[src/rtl/decompressor_scheduler.sv]
// decompressor_scheduler: round-robin, block-granular sharing of one decompressor between NUM_REQ word streams,
// with a channel-tagged byte return path.
module decompressor_scheduler #(
    parameter int NUM_REQ     = 2,
    parameter int CH_W        = (NUM_REQ > 1) ? $clog2(NUM_REQ) : 1,
    parameter int ACK_TIMEOUT = 16
) (
    input  logic                  clk_i,
    input  logic                  rst_ni,
    input  logic [NUM_REQ-1:0]    req_valid_i,
    input  logic [16*NUM_REQ-1:0] req_data_i,
    input  logic [NUM_REQ-1:0]    req_cw_i,
    input  logic [NUM_REQ-1:0]    req_last_i,
    output logic [NUM_REQ-1:0]    req_ready_o,
    output logic [15:0]           dc_data_in_o,
    output logic                  dc_control_word_in_o,
    output logic                  dc_data_in_valid_o,
    input  logic                  dc_busy_i,
    input  logic [7:0]            dc_byte_i,
    input  logic                  dc_out_valid_i,
    output logic [7:0]            byte_out_o,
    output logic                  byte_out_valid_o,
    output logic [CH_W-1:0]       byte_out_chan_o,
    output logic                  block_done_o,
    output logic [CH_W-1:0]       block_done_chan_o,
    output logic                  timeout_err_o
);
    localparam int TW = $clog2(ACK_TIMEOUT + 1);
    typedef enum logic [2:0] {IDLE, ISSUE, WAIT_ACK, WAIT_DONE, NEXT} state_e;
    state_e              state_q;
    logic [CH_W-1:0]     rr_q, owner_q, out_owner_q, off_d, pick_d;
    logic                last_q, fire_d;
    logic [TW-1:0]       tcnt_q;
    logic [2*NUM_REQ-1:0] rot_d;
    logic [CH_W:0]       sum_d;
    // Rotate requests so bit 0 is rr_q, take the lowest set offset, then map back to a channel.
    always_comb begin
        rot_d = {req_valid_i, req_valid_i} >> rr_q;
        off_d = '0;
        for (int i = NUM_REQ - 1; i >= 0; i--) off_d = rot_d[i] ? CH_W'(i) : off_d;
        sum_d = {1'b0, rr_q} + {1'b0, off_d};
        pick_d = (sum_d >= (CH_W+1)'(NUM_REQ)) ? CH_W'(sum_d - (CH_W+1)'(NUM_REQ)) : sum_d[CH_W-1:0];
    end
    assign fire_d      = (state_q == ISSUE) && req_valid_i[owner_q];
    assign req_ready_o = fire_d ? (NUM_REQ'(1) << owner_q) : '0;
    always_ff @(posedge clk_i or negedge rst_ni) begin
        if (!rst_ni) begin
            state_q              <= IDLE;
            rr_q                 <= '0;
            owner_q              <= '0;
            out_owner_q          <= '0;
            last_q               <= 1'b0;
            tcnt_q               <= '0;
            dc_data_in_o         <= '0;
            dc_control_word_in_o <= 1'b0;
            dc_data_in_valid_o   <= 1'b0;
            block_done_o         <= 1'b0;
            block_done_chan_o    <= '0;
            timeout_err_o        <= 1'b0;
        end else begin
            block_done_o <= 1'b0;
            case (state_q)
                IDLE: if (|req_valid_i) begin
                    owner_q <= pick_d;
                    state_q <= ISSUE;
                end
                ISSUE: if (fire_d) begin
                    dc_data_in_o         <= req_data_i[16*owner_q +: 16];
                    dc_control_word_in_o <= req_cw_i[owner_q];
                    last_q               <= req_last_i[owner_q];
                    out_owner_q          <= owner_q;
                    dc_data_in_valid_o   <= 1'b1;
                    tcnt_q               <= '0;
                    state_q              <= WAIT_ACK;
                end
                WAIT_ACK: if (dc_busy_i) begin
                    dc_data_in_valid_o <= 1'b0;
                    state_q            <= WAIT_DONE;
                end else if (tcnt_q == TW'(ACK_TIMEOUT - 1)) begin
                    dc_data_in_valid_o <= 1'b0;
                    timeout_err_o      <= 1'b1;
                    state_q            <= NEXT;
                end else tcnt_q <= tcnt_q + 1'b1;
                WAIT_DONE: if (!dc_busy_i) state_q <= NEXT;
                NEXT: if (last_q) begin
                    block_done_o      <= 1'b1;
                    block_done_chan_o <= owner_q;
                    rr_q              <= (owner_q == CH_W'(NUM_REQ - 1)) ? '0 : owner_q + 1'b1;
                    state_q           <= IDLE;
                end else state_q <= ISSUE;
                default: state_q <= IDLE;
            endcase
        end
    end
    // Byte return path runs independently of the issue FSM.
    always_ff @(posedge clk_i or negedge rst_ni) begin
        if (!rst_ni) begin
            byte_out_o       <= '0;
            byte_out_valid_o <= 1'b0;
            byte_out_chan_o  <= '0;
        end else begin
            byte_out_valid_o <= dc_out_valid_i;
            if (dc_out_valid_i) begin
                byte_out_o      <= dc_byte_i;
                byte_out_chan_o <= out_owner_q;
            end
        end
    end
endmodule

[config.mk]
export PLATFORM = sky130hd
export DESIGN_NAME = decompressor_scheduler
export DESIGN_NICKNAME = d
export VERILOG_FILES = /design/src/rtl/decompressor_scheduler.sv
export SDC_FILE = /design/constraint.sdc
export NUM_CORES = 1
export LEC_CHECK = 0
export CAP_MARGIN = 30
export CORE_ASPECT_RATIO = 1.5
export CORE_MARGIN = 5
export CORE_UTILIZATION = 44
export CTS_CLUSTER_SIZE = 25
export DETAILED_ROUTE_END_ITERATION = 8
export DONT_BUFFER_PORTS = 1
export SYNTH_ARGS = -nofsm -noshare
export SYNTH_HDL_FRONTEND = slang
export SYNTH_SLANG_ARGS = --single-unit
[constraint.sdc]
create_clock -name clk_i -period 1.9 [get_ports clk_i]
set_input_delay 0.38 -clock clk_i [delete_from_list [all_inputs] [get_ports clk_i]]
set_output_delay 0.38 -clock clk_i [all_outputs]
set_load 0.02 [all_outputs]
* After elaboration in Yosys (flattened, before gate mapping)
Cells that the tools add are included.
** Storage, ports and cells
- Bits in latches :: 0
- ROM bits :: 0
- Bits in registers :: 43
- Word-level logic and storage cells :: 75
- Output and inout bits :: 33
- Memories :: 0
- Input port bits :: 50
- Memory bits (writable) :: 0
** Operators by class
- Shifts and indexed selects :: 3
- Bitwise operators :: 1
- Reduce and logical (&&, ||, !) cells :: 11
- Multiply operators :: 0
- Divide/modulo/power cells :: 0
- Order comparisons :: 2
- Eq/ne operators :: 11
- $add $sub $neg :: 4
- Muxes and demuxes :: 28
** Operators with widths (count)
- 32-bit by 6-bit indexed part select with 16-bit output :: 1
- 1-bit two-way mux :: 16
- 3-bit two-way mux :: 5
- 5-bit two-way mux :: 3
- 3-bit one-hot mux with 5 select lines :: 1
- 2-bit != test, second input constant :: 5
- 5-bit one-hot mux with 2 select lines :: 1
- 4-bit AND reduction :: 2
- 3-bit by 2-bit equality test with 1-bit output, second input constant :: 2
- 2-bit AND reduction :: 3
- 3-bit AND reduction :: 2
- 5-bit by 1-bit adder with 5-bit output, second input constant :: 1
- 5-bit by 4-bit equality test with 1-bit output, second input constant :: 1
- 4-bit by 1-bit >> shifter with 2-bit output :: 1
- 3-bit by 1-bit equality test with 1-bit output, second input constant :: 1
- 3-bit equality test, second input constant :: 1
- 3-bit logical NOT :: 1
- 3-bit != test, second input constant :: 1
- 1-bit by 1-bit adder with 2-bit output :: 1
- 2-bit >= comparator, second input constant :: 1
- 1-bit by 2-bit < comparator with 1-bit output, second input constant :: 1
- 2-bit two-way mux :: 1
- 1-bit one-hot mux with 2 select lines :: 1
- 2-bit nonzero test :: 1
- 6 further kinds :: 6

* Logic depth before layout (Yosys ltp)
- Word-level depth :: 6
- Mapped depth :: 6
- Depth with buffers taken out :: 6

* Worst setup path before layout
Ideal clock, no wire load.
- Path type :: reg2reg
- Start point :: reg tcnt_q[0]
- End point :: reg tcnt_q[3]
- Arrival :: 1.874 ns
- Setup time :: 0.077 ns
- Setup slack :: -0.052 ns
- Cell stages (with the launch flop) :: 7
- Buffers on the path :: 0
- Cell sequence :: dfrtp_1 -> ha_1 -> and3_1 -> ha_1 -> or2_2 -> or4_1 -> a21oi_1
** Between the ends
- Longest elaborated chain between the ends :: 4
** RTL lines
- start: declaration :: RTL line 33 : logic [TW-1:0] tcnt_q;
- start signal: assignment :: RTL line 83 : end else tcnt_q <= tcnt_q + 1'b1;
- 5-bit by 1-bit adder with 5-bit output :: RTL line 83
- 5-bit two-way mux :: RTL line 79 : end else if (tcnt_q == TW'(ACK_TIMEOUT - 1)) begin
- 5-bit two-way mux :: RTL line 76 : WAIT_ACK: if (dc_busy_i) begin
- 5-bit one-hot mux with 2 select lines :: RTL line 62 : case (state_q)
Parallel ways exist; a longest one is shown, timed or not. The select of a mux whose other input is x is not followed.
A chain may end at the register's enable or synchronous reset.

* Worst setup path after layout
- Start point :: reg state_q[2]
- End point :: out req_ready_o[0]
** Between the ends
- Longest elaborated chain between the ends :: 3
** RTL lines
- start: declaration :: RTL line 30 : state_e state_q;
- start signal: assignment :: RTL line 48 : state_q <= IDLE;
- start signal: assignment :: RTL line 65 : state_q <= ISSUE;
- start signal: assignment :: RTL line 74 : state_q <= WAIT_ACK;
- 3-bit by 1-bit equality test with 1-bit output :: RTL line 44 : assign fire_d = (state_q == ISSUE) && req_valid_i[owner_q];
- 1-bit logical AND :: RTL line 44
- 2-bit two-way mux :: RTL line 45 : assign req_ready_o = fire_d ? (NUM_REQ'(1) << owner_q) : '0;
- end: declaration :: RTL line 14 : output logic [NUM_REQ-1:0] req_ready_o,
No other way between the ends.

==> reports/metrics.yaml <==
run_status:
  result_of_the_run: "complete, no violations"
power:
  intPower_mw: 2.22
  total_power_mw: 3.61
  comb_power_share: 0.347
  swShare: 0.385
  static-leakage-power_nw: 0.973
  power_density_mw_per_mm2: 1620
  ir_drop_v: 0.000758
  sequential_fraction_of_design_power: 0.484
  power_frac_clock: 0.168
  total_switching_power_mw: 1.39
sta:
  max_slew.worst_pin.slew_ps: 532
  final_hold_viol_count: 0
  max_freq_mhz: 528
  final_clock_period_utilization_by_the_worst_path: 0.997
  timing.final.crit_period_ps: 1890
  setup_violations: 0
  rsz0062_at_grt: "yes"
  timing.max_slew.rel_slack: 0.645
  setup_tns_ps: 0
  finalMaxSlewViolations: 0
  fin_skew_ps: 3.16
flow_run:
  timing.max_cap.violations: 0
setup_path:
  worstPathCellList: "or3b_4 > nor3b_4 > buf_6"
  worstPathMaxFanout: 9
  critPathKind: "reg2out"
  cp-start-kind: "register"
  worst_ep_arrival_time_ps: 1510
  buffering_stage_count_on_the_worst_path_with_inverters_included: 1
  critPathCaptureType: "primary output"
  path_delay_family: "simple AND/OR/NAND/NOR gates"
  critical-path-slowest-cell: "or3b_4"
  cp_data_required_time_ps: 1520
  delay_of_the_slowest_critical_path_stage_ps: 420
clock_tree:
  cts.root.buffer_cell: "clkbuf_8"
  clk_pin_slew_ps: 70
  cts-buffers-inserted: 5
  clock_insertion_delay_worst_skew_ps: 290
  clock_sinks: 43
  tritoncts_clock_tree: "done"
  htree_num_levels: 2
  clock_tree.buffer_depth: 2
synth:
  post-synth-top-area-cell: "dfrtp_1"
  post_synth_inst_count: 158
  synth_largest_type_area_fraction: 0.552
  synthesis.yosys.warnings: 0
  main_area_contributors_after_synthesis: "dfrtp_1 (55%), a221o_1 (9.2%), o21a_1 (6.9%)"
  synth-async-reset-ratio: 1.00
  mappedNetlistNets: 210
  yosysSeqAreaShare: 0.552
  synth-seq-cells: 43
  synth-edff-count: 0
  summed_instance_area_of_the_synthesized_netlist_mm2: 0.00195
  synthesis.area_per_instance_um2: 12.3
  synth_flop_cell: "dfrtp_1"
  yosys.cell_types.count: 37
die:
  core_area_mm2: 0.00428
  row_count: 29
  die_height_um: 91.5
  initial_utilization: 0.455
  design.die.area_mm2: 0.00589
  die_w_um: 64.3
  top_level_ports: 83
detailed_routing:
  drc: 0
  firstDrtPassIters: 4
  avgRoutedWirePerCell_um: 20.7
  routed_via_density: 6.22
  dr.first_iter.drc_count: 35
  via_count: 1350
  finalWirelength_um: 4500
  antenna_left: 0
global_routing:
  globalRoute.totalOverflow: 0
  grt.total_usage: 0.157
  number_of_antenna_violations_at_the_first_check_in_global_routing: 0
  grt_pass1_vias: 1541
  global_route_wire_length_before_repair_um: 7260
  grt_max_degree: 44
final_layout:
  syn2layout_area_growth_pct: 14.1
  antenna_cells_inserted: 0
  final_net_count: 222
  final_layout_size_suffix_gt1_frac: 0.275
  post_layout_nonfiller_instances: 217
placement:
  placedCellCount: 207
  hpwl_um: 3450
  routability_congestion: 0.724
  buffer_ports.inserted: 0
min_path:
  hold_path_class: "in2reg"
## layer usage
| metal | routed length [µm] | global-route usage | vias up |
|---|---|---|---|
| met5 | 0 | 0 | - |
| met4 | 50 | 0.0600 | 0 |
| met3 | 382 | 0.0667 | 6 |
| met2 | 2490 | 0.285 | 66 |
| met1 | 1580 | 0.153 | 660 |
| li1 | - | - | 618 |
## cells in the mapped netlist, types with 2 or more instances
master	count
nand3_1	2
mux2_2	10
a221o_1	18
nor3b_1	2
or2_2	2
o21ai_0	4
inv_1	6
a21oi_1	2
o22ai_1	2
o21a_1	18
mux2i_1	5
nand2_1	4
dfrtp_1	43
clkbuf_1	6
buf_2	5
nor2_1	4
o32ai_1	2
a21o_1	2
or3b_2	2
ha_1	2
## area by class of cell
class,instances,area [µm²]
fillers,388,2060
flip-flops and latches,43,1080
multi-input cells,97,822
repair buffers,17,146
clock buffers,8,100
well taps,46,57.6
inverters,6,22.5
## cells in the final DEF, fill, tap and decap left out, types with 2 or more instances in the layout
| master | n |
|---|---|
| o32ai_1 | 2 |
| mux2i_1 | 4 |
| clkbuf_8 | 7 |
| mux2_2 | 10 |
| inv_1 | 6 |
| ha_2 | 2 |
| buf_4 | 14 |
| o21ai_0 | 4 |
| nor3b_1 | 2 |
| o21a_1 | 18 |
| a21o_1 | 2 |
| nor2_1 | 3 |
| nand2_1 | 4 |
| a221o_1 | 18 |
| nand3_1 | 2 |
| dfrtp_1 | 43 |
| or3b_2 | 2 |
## cell families (layout without fill, tap and decap cells)
logic type | after synthesis | after routing | share of synthesized area
multiplexers | 15 | 15 | 0.0834
buffers and inverters | 18 | 31 | 0.0417
AND/OR/NAND/NOR | 27 | 27 | 0.0905
adder cells (fa/ha/maj) | 2 | 2 | 0.0128
flip-flops | 43 | 43 | 0.552
AO/OA/AOI/OAI | 53 | 53 | 0.220
## final timing paths
path,from,to,slack [ps],cells past startpoint
max,state_q[2],req_ready_o[0],5,3
min,dc_out_valid_i,byte_out_valid_o,120,0
max reg2reg,tcnt_q[1],tcnt_q[3],60,6
min reg2reg,out_owner_q,out_owner_q,500,1
max in group asynchronous,rst_ni,dc_data_in_o[14],1140,2
min in group asynchronous,rst_ni,tcnt_q[2],550,2
## state kept, by name (all words and copies together) (netlist names)
register / flops
owner_q: 1
rr_q: 1
dc_control_word_in_o: 1
byte_out_valid_o: 1
timeout_err_o: 1
byte_out_o: 8
last_q: 1
state_q: 3
block_done_o: 1
tcnt_q: 5
byte_out_chan_o: 1
dc_data_in_o: 16
block_done_chan_o: 1
out_owner_q: 1
dc_data_in_valid_o: 1
## power by group through the flow
stage / Clock [mW] / Sequential (mW) / Combinational, mW
finish: 0.608 / 1.75 / 1.25
global route: 0.671 / 1.79 / 1.38
CTS: 0.628 / 1.76 / 1.25
detailed placement: 0 / 1.77 / 1.20
global placement: 0 / 1.76 / 1.14
floorplan: 0 / 1.67 / 0.922
## metrics by stage
stage	hold slack, ps	instance area, µm²	setup WS, ps	util
after floorplan	84.4	1950	13.4	-
after global placement	85.6	2070	26.9	0.484
after detailed placement	85.8	2070	-14.9	0.484
after CTS	108	2210	-14.1	0.516
after global routing	94.3	2220	-68.9	0.520
final	117	2220	5.37	0.520
## timing repair
action	in CTS	in global routing
setup buffers	0	0
endpoints found under the setup margin	3	4
endpoints found under the hold margin	43	0
hold buffers	2	0
resized for setup	3	3
pin swaps	3	3
(Power assumes the default switching activity.)
==> RTL edit (config.mk and constraints unchanged) <==
Make the reset (`rst_ni`) synchronous in 2 clocked blocks.
--- a/src/rtl/decompressor_scheduler.sv
+++ b/src/rtl/decompressor_scheduler.sv
@@ -43,7 +43,7 @@
     end
     assign fire_d      = (state_q == ISSUE) && req_valid_i[owner_q];
     assign req_ready_o = fire_d ? (NUM_REQ'(1) << owner_q) : '0;
-    always_ff @(posedge clk_i or negedge rst_ni) begin
+    always_ff @(posedge clk_i) begin
         if (!rst_ni) begin
             state_q              <= IDLE;
             rr_q                 <= '0;
@@ -93,7 +93,7 @@
         end
     end
     // Byte return path runs independently of the issue FSM.
-    always_ff @(posedge clk_i or negedge rst_ni) begin
+    always_ff @(posedge clk_i) begin
         if (!rst_ni) begin
             byte_out_o       <= '0;
             byte_out_valid_o <= 1'b0;
Check against the original RTL: differs if rst_ni is asserted again (counterexample within 4 cycles, from zero or initial values and one cycle with rst_ni low); with rst_ni held inactive, the same outputs for 10 cycles.
==> RTL edit against the original RTL <==
  * Worst setup slack improved by 0.099 ns
  * Global-route usage rose by 1.1 points
  * Design area increased by 7.0%
  * Via count up 38%
  * Cell count increased by 49%
  * Routed wire length rose by 15%
  * Critical path depth rose by 1
  * Sequential cell count stayed put
  * Area after synthesis increased by 13%
  * Critical endpoint is now req_ready_o[1]
Power is not compared: it rests on default switching activity, and its combinational part moved more than twofold at a synthesized area within 25%.
==> RTL edit: results (changes against the original RTL) <==
status: finished clean
vias per inst: 5.76 (-7.5%)
reg2reg start: tcnt_q[0]
layout cell share with drive strength beyond 1: 10.1% (-17 points)
first-pass GRT wire length: 8520 um (+17%)
most common library cells after synthesis: dfxtp_1 (43), nor4_1 (39), inv_1 (38)
Max FO, Critical Path: 10 (+1)
wl on met1: 2260 um (+43%)
sequential fraction of the synthesis area: 39.2% (-16 points)
Total Wirelength: 5200 um (+15%)
detailed router's first-iteration violation count: 48 (+37%)
worst hold path depth: 1 (+1)
Tot GR Track Use: 16.8% (+1.1 points)
clock skew: 0.00454 ns (+0.00138 ns)
Area after DPL: 2280 um^2 (+10%)
Synth area leaders: dfxtp_1 (39%), nor4_1 (11%), o31a_1 (7.6%), a21boi_0 (6.5%), inv_1 (6.5%)
CP Capture Point: req_ready_o[1]
met1 Use GR: 19.3% (+4.0 points)
Avg Inst Size Synth: 8.42 um^2 (-32%)
vias in the first global route: 1822 (+18%)
grt met2 use: 29.3% (+0.79 points)
CP peak stage delay: 0.33 ns (-0.09 ns)
Detail Route met2 WL: 2530 um (+1.6%)
Data arrival, critical path: 1.42 ns (-0.09 ns)
headroom to the max-slew limit: 71.7% (+7.2 points)
dpl cells: 315 (+52%)
Setup crit start: state_q[1]
post-CTS sizing: 0 (-3)
worst r2r dst: tcnt_q[2]
==> RTL edit: logic make-up after synthesis <==
logic type,share of synthesized area (%)
DFF,39.2
muxes,5.52
and+or+nand+nor,23.4
AOI/OAI and AO/OA,19.9
adders and majority gates,1.14
buffers and inverters,10.8
==> RTL edit: stage by stage <==
stage	hold slack, ns	setup slack, ns
finish	0.196	0.104
global route	0.178	0.0165
CTS	0.185	0.0291
detailed placement	0.487	0.263
global placement	0.477	0.287
floorplan	0.451	0.134
==> RTL edit: final cells by class <==
| type | count | area [um^2] |
|---|---|---|
| clock buffer | 5 | 68.8 |
| clock inverter | 3 | 23.8 |
| fill | 502 | 2470 |
| inverter | 39 | 146 |
| multi-input combinational | 156 | 1100 |
| sequential | 43 | 861 |
| tap | 66 | 82.6 |
| timing repair buffer | 11 | 95.1 |
==> RTL edit: critical path: cells and delay by family (launching register included) <==
family,cells,cell delay (ns)
flip-flops,1,0.33
AND/OR/NAND/NOR,2,0.44
buffers and inverters,2,0.35
